`src/rtl/n_bit_add_seq.sv`:
```
// Multi-cycle N-bit adder/subtractor. Processes W bits per clock, LSB chunk
// first, with one registered carry between chunks. Valid/ready on both sides.
module n_bit_add_seq #(
    parameter int unsigned N = 32,
    parameter int unsigned W = 8
) (
    input  logic         clk,
    input  logic         rst_n,
    input  logic         in_valid,
    output logic         in_ready,
    input  logic [N-1:0] a,
    input  logic [N-1:0] b,
    input  logic         sub,
    input  logic         cin,
    output logic         out_valid,
    input  logic         out_ready,
    output logic [N-1:0] sum,
    output logic         cout,
    output logic         ovf
);

    localparam int unsigned K  = N / W;
    localparam int unsigned CW = (K > 1) ? $clog2(K) : 1;

    typedef enum logic [1:0] {StIdle, StRun, StDone} state_e;

    state_e        state_q;
    logic [N-1:0]  op_a_q;
    logic [N-1:0]  op_b_q;
    logic [N-1:0]  sum_q;
    logic          carry_q;
    logic          cout_q;
    logic          ovf_q;
    logic [CW-1:0] cnt_q;

    logic [W:0]    chunk;
    logic [W-1:0]  res;
    logic          chunk_co;
    logic          msb_ci;
    logic [N-1:0]  sum_shift;
    logic [N-1:0]  op_a_shift;
    logic [N-1:0]  op_b_shift;

    // One W-bit slice of the ripple add; msb_ci recovers the carry into the
    // chunk's top bit, which on the last chunk is the carry into bit N-1.
    always_comb begin
        chunk    = {1'b0, op_a_q[W-1:0]} + {1'b0, op_b_q[W-1:0]} + {{W{1'b0}}, carry_q};
        res      = chunk[W-1:0];
        chunk_co = chunk[W];
        msb_ci   = res[W-1] ^ op_a_q[W-1] ^ op_b_q[W-1];
    end

    // With a single chunk the whole result comes from one add and nothing shifts.
    if (W == N) begin : g_single
        assign sum_shift  = res;
        assign op_a_shift = '0;
        assign op_b_shift = '0;
    end else begin : g_multi
        assign sum_shift  = {res, sum_q[N-1:W]};
        assign op_a_shift = {{W{1'b0}}, op_a_q[N-1:W]};
        assign op_b_shift = {{W{1'b0}}, op_b_q[N-1:W]};
    end

    // Control FSM and datapath registers; result outputs are registered.
    always_ff @(posedge clk or negedge rst_n) begin
        if (!rst_n) begin
            state_q <= StIdle;
            op_a_q  <= '0;
            op_b_q  <= '0;
            sum_q   <= '0;
            carry_q <= 1'b0;
            cout_q  <= 1'b0;
            ovf_q   <= 1'b0;
            cnt_q   <= '0;
        end else begin
            unique case (state_q)
                StIdle: begin
                    if (in_valid) begin
                        op_a_q  <= a;
                        // Subtract as A + ~B + ~borrow.
                        op_b_q  <= b ^ {N{sub}};
                        carry_q <= sub ? ~cin : cin;
                        cnt_q   <= '0;
                        state_q <= StRun;
                    end
                end
                StRun: begin
                    op_a_q  <= op_a_shift;
                    op_b_q  <= op_b_shift;
                    sum_q   <= sum_shift;
                    carry_q <= chunk_co;
                    cnt_q   <= cnt_q + 1'b1;
                    if (cnt_q == CW'(K - 1)) begin
                        cout_q  <= chunk_co;
                        ovf_q   <= msb_ci ^ chunk_co;
                        state_q <= StDone;
                    end
                end
                StDone: begin
                    if (out_ready) begin
                        state_q <= StIdle;
                    end
                end
                default: state_q <= StIdle;
            endcase
        end
    end

    // Handshake flags decode straight from the registered state.
    always_comb begin
        in_ready  = (state_q == StIdle);
        out_valid = (state_q == StDone);
        sum       = sum_q;
        cout      = cout_q;
        ovf       = ovf_q;
    end

endmodule

```
`config.mk`:
```
export PLATFORM = sky130hd
export DESIGN_NAME = n_bit_add_seq
export DESIGN_NICKNAME = d
export VERILOG_FILES = /design/src/rtl/n_bit_add_seq.sv
export SDC_FILE = /design/constraint.sdc
export NUM_CORES = 1
export LEC_CHECK = 0
export ABC_AREA = 1
export CORE_UTILIZATION = 45
export CTS_BUF_LIST = sky130_fd_sc_hd__clkbuf_8
export CTS_CLUSTER_SIZE = 10
export DETAILED_ROUTE_END_ITERATION = 10
export HOLD_SLACK_MARGIN = 0.02
export PLACE_DENSITY = 0.76
export SYNTH_ARGS = -nofsm -noshare
export SYNTH_HDL_FRONTEND = slang
export SYNTH_SLANG_ARGS = --single-unit
```
`constraint.sdc`:
```
create_clock -name clk -period 5.1 [get_ports clk]
set_input_delay 1.275 -clock clk [delete_from_list [all_inputs] [get_ports clk]]
set_output_delay 1.275 -clock clk [all_outputs]
set_load 0.01 [all_outputs]
```
==> results.yml <==
synthesis:
  synthesis.nets: 597
  ys_warn_count: 0
  syn_inst: 517
  synth_edf_count: 0
  postSynthAreaPerCell_sq_um: 9.22
  netlist_area_sq_mm: 0.00477
  ys_seq_area_share_pct: 54.1
  synth_ff_type: "dfrtp_1"
  ys_ff_latch: 103
  async_reset_ff_share_pct: 100
  yosysUniqueCellTypes: 31
power_and_ir_drop:
  p_per_area_mw_per_mm2: 620
  p_comb_share_pct: 47.2
  ir_drop_v: 0.000257
  seqPwrFrac_pct: 37.9
  p_clk_share_pct: 14.9
  internal_power_mw: 2.24
  switching_share_pct: 40.5
  power.switching_mw: 1.53
  p_leak_nw: 2.75
timing:
  maxSlewViolCount: 0
  skew_ns: 0.00933
  final_hold_viol_count: 0
  fin_setup_tns_ns: 0
  finalSetupViolCount: 0
  finalWorstSetupSlack_ns: 1.81
  worst_pin_slew_ns: 0.895
  finalCritPeriodShare_pct: 64.5
  fmax_ghz: 0.304
  maxSlewHeadroom_pct: 40.3
  min_period_ns: 3.29
  rsz0062_at_grt: "no"
global_route:
  grt_max_degree: 71
  grt_remaining_overflow: 0
  grt_pass1_vias: 3806
  antenna_found_initial: 0
  grt_pass1_wl_um: 17900
  grt_usage_pct: 20.5
cts:
  numCtsBuffers: 9
  clock-sinks: 103
  clk_pin_slew_ns: 0.09
  ctsHoldBuffers: 0
  post_cts_buffers: 0
  cts_resized: 0
  cts_buffer_depth: 2
  htreeDepth: 3
  root_buffer: "clkbuf_8"
  clock_latency_ns: 0.37
  cts_tree: "built"
place:
  placed_cell_area_sq_mm: 0.00585
  port_buffers: 105
  gp_congestion: 0.837
  dp_hpwl_um: 7280
  place_ws_ns: 1.41
routing:
  avgRoutedWirePerCell_um: 13.9
  num_vias: 3816
  drc: 0
  ant_nets: 0
  vias_per_cell: 5.11
  dr.pass1.iters: 4
  wl_um: 10400
  drtIter0Drc: 214
die:
  pin_count: 106
  fp.dieArea_sq_mm: 0.0110
  die_width_um: 105
  placementRows: 37
  start_util_pct: 46.4
  die_h_um: 105
  core_area_sq_mm: 0.0103
job:
  cap_viol_max_count: 0
critical_path:
  slowest_stage: "nor2_4"
  cp.buffers_inverters: 3
  endpoint_kind: "flip-flop"
  crit_fanout: 35
  cp_slowest_stage_delay_ns: 0.62
  critical_path.startpoint_type: "primary input"
  cpLargestDelayFamily: "buffers and inverters"
  critPathKind: "primary input to flip-flop"
  worstPathArrival_ns: 3.59
  cp.required_ns: 5.40
  cp_cell_sequence: "clkdlybuf4s50_1 -> nand2_4 -> inv_2 -> nor2_4 -> buf_4 -> nand2_1 -> nand3_1"
layout:
  drive_gt1_share_pct: 4.91
  final_cell_area_sq_mm: 0.00607
  fillCellCount: 933
  area_growth_pct: 27.3
  nets: 687
  mostFrequentLayoutCell: "nand2_1"
  layout_common_cells: "180 x nand2_1, 103 x dfrtp_1, 103 x clkdlybuf4s50_1"
  diodes: 0
run_status:
  status: "finished, final reports clean"
hold_path:
  hp-class: "flip-flop to flip-flop"
[routing by layer]
layer / routed length (um) / global-route usage, % / vias to the layer above
met1: 4700 / 27.7 / 1822
met3: 399 / 2.99 / 18
li1: - / - / 1868
met5: 0 / 0 / -
met2: 5060 / 32.7 / 108
met4: 228 / 9.36 / 0
[power by group through the flow]
stage / clock network (mW) / logic, mW / registers (mW)
after floorplan: 0 / 1.20 / 1.44
after global placement: 0 / 1.70 / 1.43
after detailed placement: 0 / 1.79 / 1.44
after CTS: 0.572 / 1.79 / 1.43
after global routing: 0.603 / 2.01 / 1.47
final: 0.560 / 1.78 / 1.43
[state kept, by name, summed over array words and instances (netlist names)]
| name | flops |
|---|---|
| cnt_q | 2 |
| cout | 1 |
| carry_q | 1 |
| sum | 32 |
| op_a_q | 32 |
| ovf | 1 |
| state_q | 2 |
| op_b_q | 32 |
[tightest hold or removal path: stages, from the launching register on]
cell,delay [ns]
dfrtp_1,0.36
nand2_1,0.05
nand3_1,0.05
[final timing paths]
kind | depth (start not counted) | start | end | slack, ns
max | 7 | in_valid | op_a_q[0] | 1.81
min | 2 | op_a_q[14] | op_a_q[14] | 0.49
max reg2reg | 7 | state_q[0] | op_a_q[0] | 2.68
min reg2reg | 2 | op_a_q[14] | op_a_q[14] | 0.49
max in group asynchronous | 2 | rst_n | state_q[1] | 3.14
min in group asynchronous | 1 | rst_n | sum[15] | 1.01
[cell type report]
class	count	area (sq um)	area share [%]
Clock buffer	10	138	2.27
Clock inverter	5	82.6	1.36
Inverter	36	135	2.23
Multi-Input combinational cell	349	1900	31.3
Sequential cell	103	2580	42.4
Tap cell	136	170	2.80
Timing Repair Buffer	108	1070	17.6
[through the flow]
stage | util (%) | power, mW | std cells | hold WS [ns]
5_1_grt | 59.1 | 4.09 | 747 | 0.510
2_1_floorplan | - | 2.64 | 517 | 0.449
3_5_place_dp | 56.9 | 3.23 | 732 | 0.471
3_3_place_gp | 56.9 | 3.13 | 732 | 0.465
6_report | 59.1 | 3.77 | 747 | 0.491
4_1_cts | 59.1 | 3.79 | 747 | 0.493
[synthesized netlist by cell type (2+ instances only)]
library cell	n	area (sq um)
a21oi_1	7	35.0
a22o_1	8	70.1
a22oi_1	3	22.5
buf_2	9	45.0
buf_4	6	45.0
buf_6	2	22.5
clkbuf_1	11	41.3
dfrtp_1	103	2580
fa_1	2	40.0
ha_1	8	100
inv_1	32	120
inv_2	4	15.0
nand2_1	180	676
nand3_1	34	170
nor2_1	4	15.0
nor2_4	2	22.5
o211ai_1	9	67.6
o21ai_0	21	105
o21ai_1	5	25.0
o221ai_1	15	131
o22ai_1	7	43.8
or2_2	2	12.5
xnor2_1	35	307
[logic make-up after synthesis]
logic type               after synthesis  share of synthesized area [%]
flip-flops                           103                           54.1
AND/OR/NAND/NOR                      225                           19.3
AO/OA/AOI/OAI                         79                           11.2
buffers and inverters                 65                           6.14
adder cells (fa/ha/maj)               10                           2.94
XOR/XNOR                              35                           6.43
(Power assumes the default switching activity.)
==> edit 1: new RTL, same settings <==
Make the reset (`rst_n`) synchronous in one clocked block.
--- a/src/rtl/n_bit_add_seq.sv
+++ b/src/rtl/n_bit_add_seq.sv
@@ -63,5 +63,5 @@
 
     // Control FSM and datapath registers; result outputs are registered.
-    always_ff @(posedge clk or negedge rst_n) begin
+    always_ff @(posedge clk) begin
         if (!rst_n) begin
             state_q <= StIdle;
Check against the original RTL: differs if rst_n is asserted again (counterexample within 4 cycles, from zero or initial values and one cycle with rst_n low); with rst_n held inactive, the same outputs for 10 cycles.
==> edit 1 against the unedited design <==
Sequential share of layout area down 7.6 points; via count up 11%; sequential cell count unchanged; final area down 2.5%; area after synthesis down 1.8%; non-clock buffer count unchanged; register-to-register slack better by 0.39 ns; routed wire length up 4.4%; hold slack worse by 0.020 ns; worst setup slack better by 0.47 ns.
Power is not compared: it rests on default switching activity, and its combinational part moved more than twofold at a synthesized area within 25%.
==> edit 1: results (changes against the unedited design) <==
outcome=completed (unchanged); R2R Setup Slk=3.07 ns (was 2.68 ns); number of global-route vias before repair=3836 (was 3806); met1 Usage GRT=0.267 (was 0.277); Post-synth top cells=nand2_1 (187), dfxtp_1 (103), nor2_1 (64), inv_1 (45), o21ai_0 (30) (was nand2_1 (180), dfrtp_1 (103), xnor2_1 (35), nand3_1 (34), inv_1 (32)); Place WS=2.02 ns (was 1.41 ns); met3 WL post-DR=487 µm (was 399 µm); routability cong.=0.846 (was 0.837); worst r2r dst=op_b_q[8] (was op_a_q[0]); Nets=785 (was 687); Synth cell types=33 (was 31); crit-path max FO=3 (was 35); Synth Area in XOR/XNOR=0.0692 (was 0.0643); Worst R2R Start=state_q[0] (unchanged); most area-consuming cells after synthesis=dfxtp_1 (44%), nand2_1 (15%), nor2_1 (5.1%) (was dfrtp_1 (54%), nand2_1 (14%), xnor2_1 (6.4%)); path depth of the worst reg2reg path=9 (was 7); Global Route met3 Usage=0.0338 (was 0.0299); part of the Yosys area used for sequential elements=0.441 (was 0.541); dpl hpwl=7.44 mm (was 7.28 mm); Layout Skew=0.0113 ns (was 0.00933 ns); Post-Syn Nets=705 (was 597); vias=4247 (was 3816); met1 wire length=4.86 mm (was 4.70 mm); hold_sp=op_a_q[24] (was op_a_q[14]); first-pass GRT wire length=18.3 mm (was 17.9 mm); compound-gate portion of the synthesized area=0.150 (was 0.112); CP peak stage delay=0.55 ns (was 0.62 ns); Pre-antenna DRT Iters=5 (was 4); share of cells above drive strength 1=0.0465 (was 0.0491); Global Route Usage Sum=0.206 (was 0.205); WL met2=5.25 mm (was 5.06 mm); Critical Path AT=1.55 ns (was 3.59 ns)
[edit 1: cell count changes in the layout (fill, tap and decap cells not counted), moves of 20 or more]
cell	delta
nor2_1	+60
dfxtp_1	+103
xor2_1	+22
xnor2_1	-20
dfrtp_1	-103
a31oi_1	+28
[edit 1: power groups by stage]
stage               sequential [mW]  clock [mW]  combinational, mW
CTS                           0.910       0.500              0.358
global route                  0.918       0.539              0.398
floorplan                     0.927           0              0.213
detailed placement            0.928           0              0.356
finish                        0.910       0.491              0.356
global placement              0.926           0              0.349
[edit 1: final cells by class]
type	instances	share of cell area
Clock buffer	9	0.0209
Clock inverter	7	0.0116
Inverter	50	0.0321
Multi-Input combinational cell	433	0.379
Sequential cell	103	0.348
Tap cell	133	0.0281
Timing Repair Buffer	108	0.180
[edit 1: how the worst max path moves through the flow]
| stage | to | slack (ns) | depth (start not counted) |
|---|---|---|---|
| detailed placement | sum[28] | 2.02 | 6 |
| floorplan | sum[30] | 3.00 | 6 |
| CTS | out_valid | 2.27 | 3 |
| finish | out_valid | 2.28 | 3 |
| global placement | sum[28] | 2.06 | 6 |
| global route | out_valid | 2.18 | 3 |
[edit 1: metrics by stage]
step,area [µm²],hold WS [ns],util,std cells
final,5920,0.471,0.598,843
after global placement,5730,0.443,0.578,827
after floorplan,4680,0.429,-,625
after global routing,5920,0.495,0.598,843
after detailed placement,5730,0.458,0.578,827
after CTS,5920,0.472,0.598,843
[edit 1: cells by family (layout without fill, tap and decap cells)]
group                    after synthesis  after routing
AO/OA/AOI/OAI                        114            114
XOR/XNOR                              37             37
adder cells (fa/ha/maj)               10             10
buffers and inverters                 89            174
flip-flops                           103            103
AND/OR/NAND/NOR                      272            272
==> edit 2: new RTL, same flow settings <==
Made on the original files. The parameter `N` goes from 32 to 64.
--- a/src/rtl/n_bit_add_seq.sv
+++ b/src/rtl/n_bit_add_seq.sv
@@ -2,5 +2,5 @@
 // first, with one registered carry between chunks. Valid/ready on both sides.
 module n_bit_add_seq #(
-    parameter int unsigned N = 32,
+    parameter int unsigned N = 64,
     parameter int unsigned W = 8
 ) (
Ports: changed (resized a, b and sum); port bits go from 106 to 202. No check against the original RTL was run, so the function may have changed too.
==> edit 2 against the unedited design <==
Total power grew 82%; routed wire length grew 110%; combinational power grew 72%; area after synthesis grew 89%; via count grew 91%; largest power group unchanged; final area grew 90%; sequential cell count grew 97; worst setup slack gained 0.20 ns.
==> edit 2: results (changes against the unedited design) <==
outcome=completed (unchanged); Hold WS=0.492 ns (was 0.491 ns); Post-Synth Adder-Cell Area=0.0170 (was 0.0294); crit-path max FO=4 (was 35); Layout Skew=0.0162 ns (was 0.00933 ns); share of cells above drive strength 1=0.0451 (was 0.0491); compound-gate portion of the synthesized area=0.120 (was 0.112); Synth Area in XOR/XNOR=0.0662 (was 0.0643); Non-clock buffers, area share=0.180 (was 0.176); fin crit share=0.606 (was 0.645); Port Buf Inserts=201 (was 105); first-pass GRT wire length=35.8 mm (was 17.9 mm); largest net degree at the start of global routing=109 (was 71); vias=7276 (was 3816); Post-synth top cells=nand2_1 (372), dfrtp_1 (200), xnor2_1 (68), inv_1 (66), o211ai_1 (47) (was nand2_1 (180), dfrtp_1 (103), xnor2_1 (35), nand3_1 (34), inv_1 (32)); path depth of the worst reg2reg path=8 (was 7); routability cong.=0.790 (was 0.837); DR WL/cell=15.3 µm (was 13.9 µm); clk_buf instances=18 (was 10); Nets=1284 (was 687); CP peak stage delay=0.60 ns (was 0.62 ns); worst r2r dst=op_a_q[37] (was op_a_q[0]); Synth cell types=32 (was 31); R2R Setup Slk=2.62 ns (was 2.68 ns); CTS Buf Count=17 (was 9); initial drt markers=535 (was 214); Multi-input gate area=3440 µm² (was 1900 µm²); H-tree Lvls=4 (was 3); most area-consuming cells after synthesis=dfrtp_1 (56%), nand2_1 (16%), xnor2_1 (6.6%) (was dfrtp_1 (54%), nand2_1 (14%), xnor2_1 (6.4%)); seq_cells=200 (was 103); Global Route Usage Sum=0.225 (was 0.205); Leak=5.15 nW (was 2.75 nW); placed cell area=11100 µm² (was 5850 µm²); Signal inverters=70 (was 36); Non-clock buffers=210 (was 108); hold_sp=op_a_q[52] (was op_a_q[14]); Cell Count, Final, Fillers Out=1417 (was 747); Post-Syn Nets=1115 (was 597); Clock buf/inv share=0.0363 (about the same); dpl hpwl=14.5 mm (was 7.28 mm); Pre-antenna DRT Iters=5 (was 4); worst vdd ir=0.684 mV (was 0.257 mV); Reg area=5000 µm² (was 2580 µm²); Hold Path Sink=op_a_q[52] (was op_a_q[14]); Avg Cell Area, Syn=9.28 µm² (was 9.22 µm²); Site Rows=51 (was 37); Critical Path AT=1.82 ns (was 3.59 ns); dpl cells=1385 (was 732); Critical-path top delay cell=clkdlybuf4s50_1 (was nor2_4)
## edit 2: cell count changes in the layout (fill, tap and decap cells not counted), moves of 3 or more
cell             change
clkbuf_8             +9
nand2_1            +191
dfrtp_1             +97
o21ai_0              +4
clkdlybuf4s50_1     +96
inv_1               +35
o221ai_1            +31
o211ai_1            +38
xnor2_1             +33
nand3_1              -6
buf_4                +6
inv_6                +3
## edit 2: layer usage
| metal | vias to the layer above | wire length (µm) | track usage |
|---|---|---|---|
| met5 | - | 0 | 0 |
| li1 | 3489 | - | - |
| met2 | 238 | 10400 | 0.367 |
| met4 | 0 | 371 | 0.0683 |
| met1 | 3525 | 9410 | 0.295 |
| met3 | 24 | 1430 | 0.0540 |
## edit 2: where the power goes
group	internal, mW	total (mW)	leakage, nW	switching (mW)
Clock	0.502	1.07	0.205	0.569
Combinational	1.31	3.06	2.41	1.76
Sequential	2.30	2.71	2.53	0.418
Total	4.11	6.85	5.15	2.74
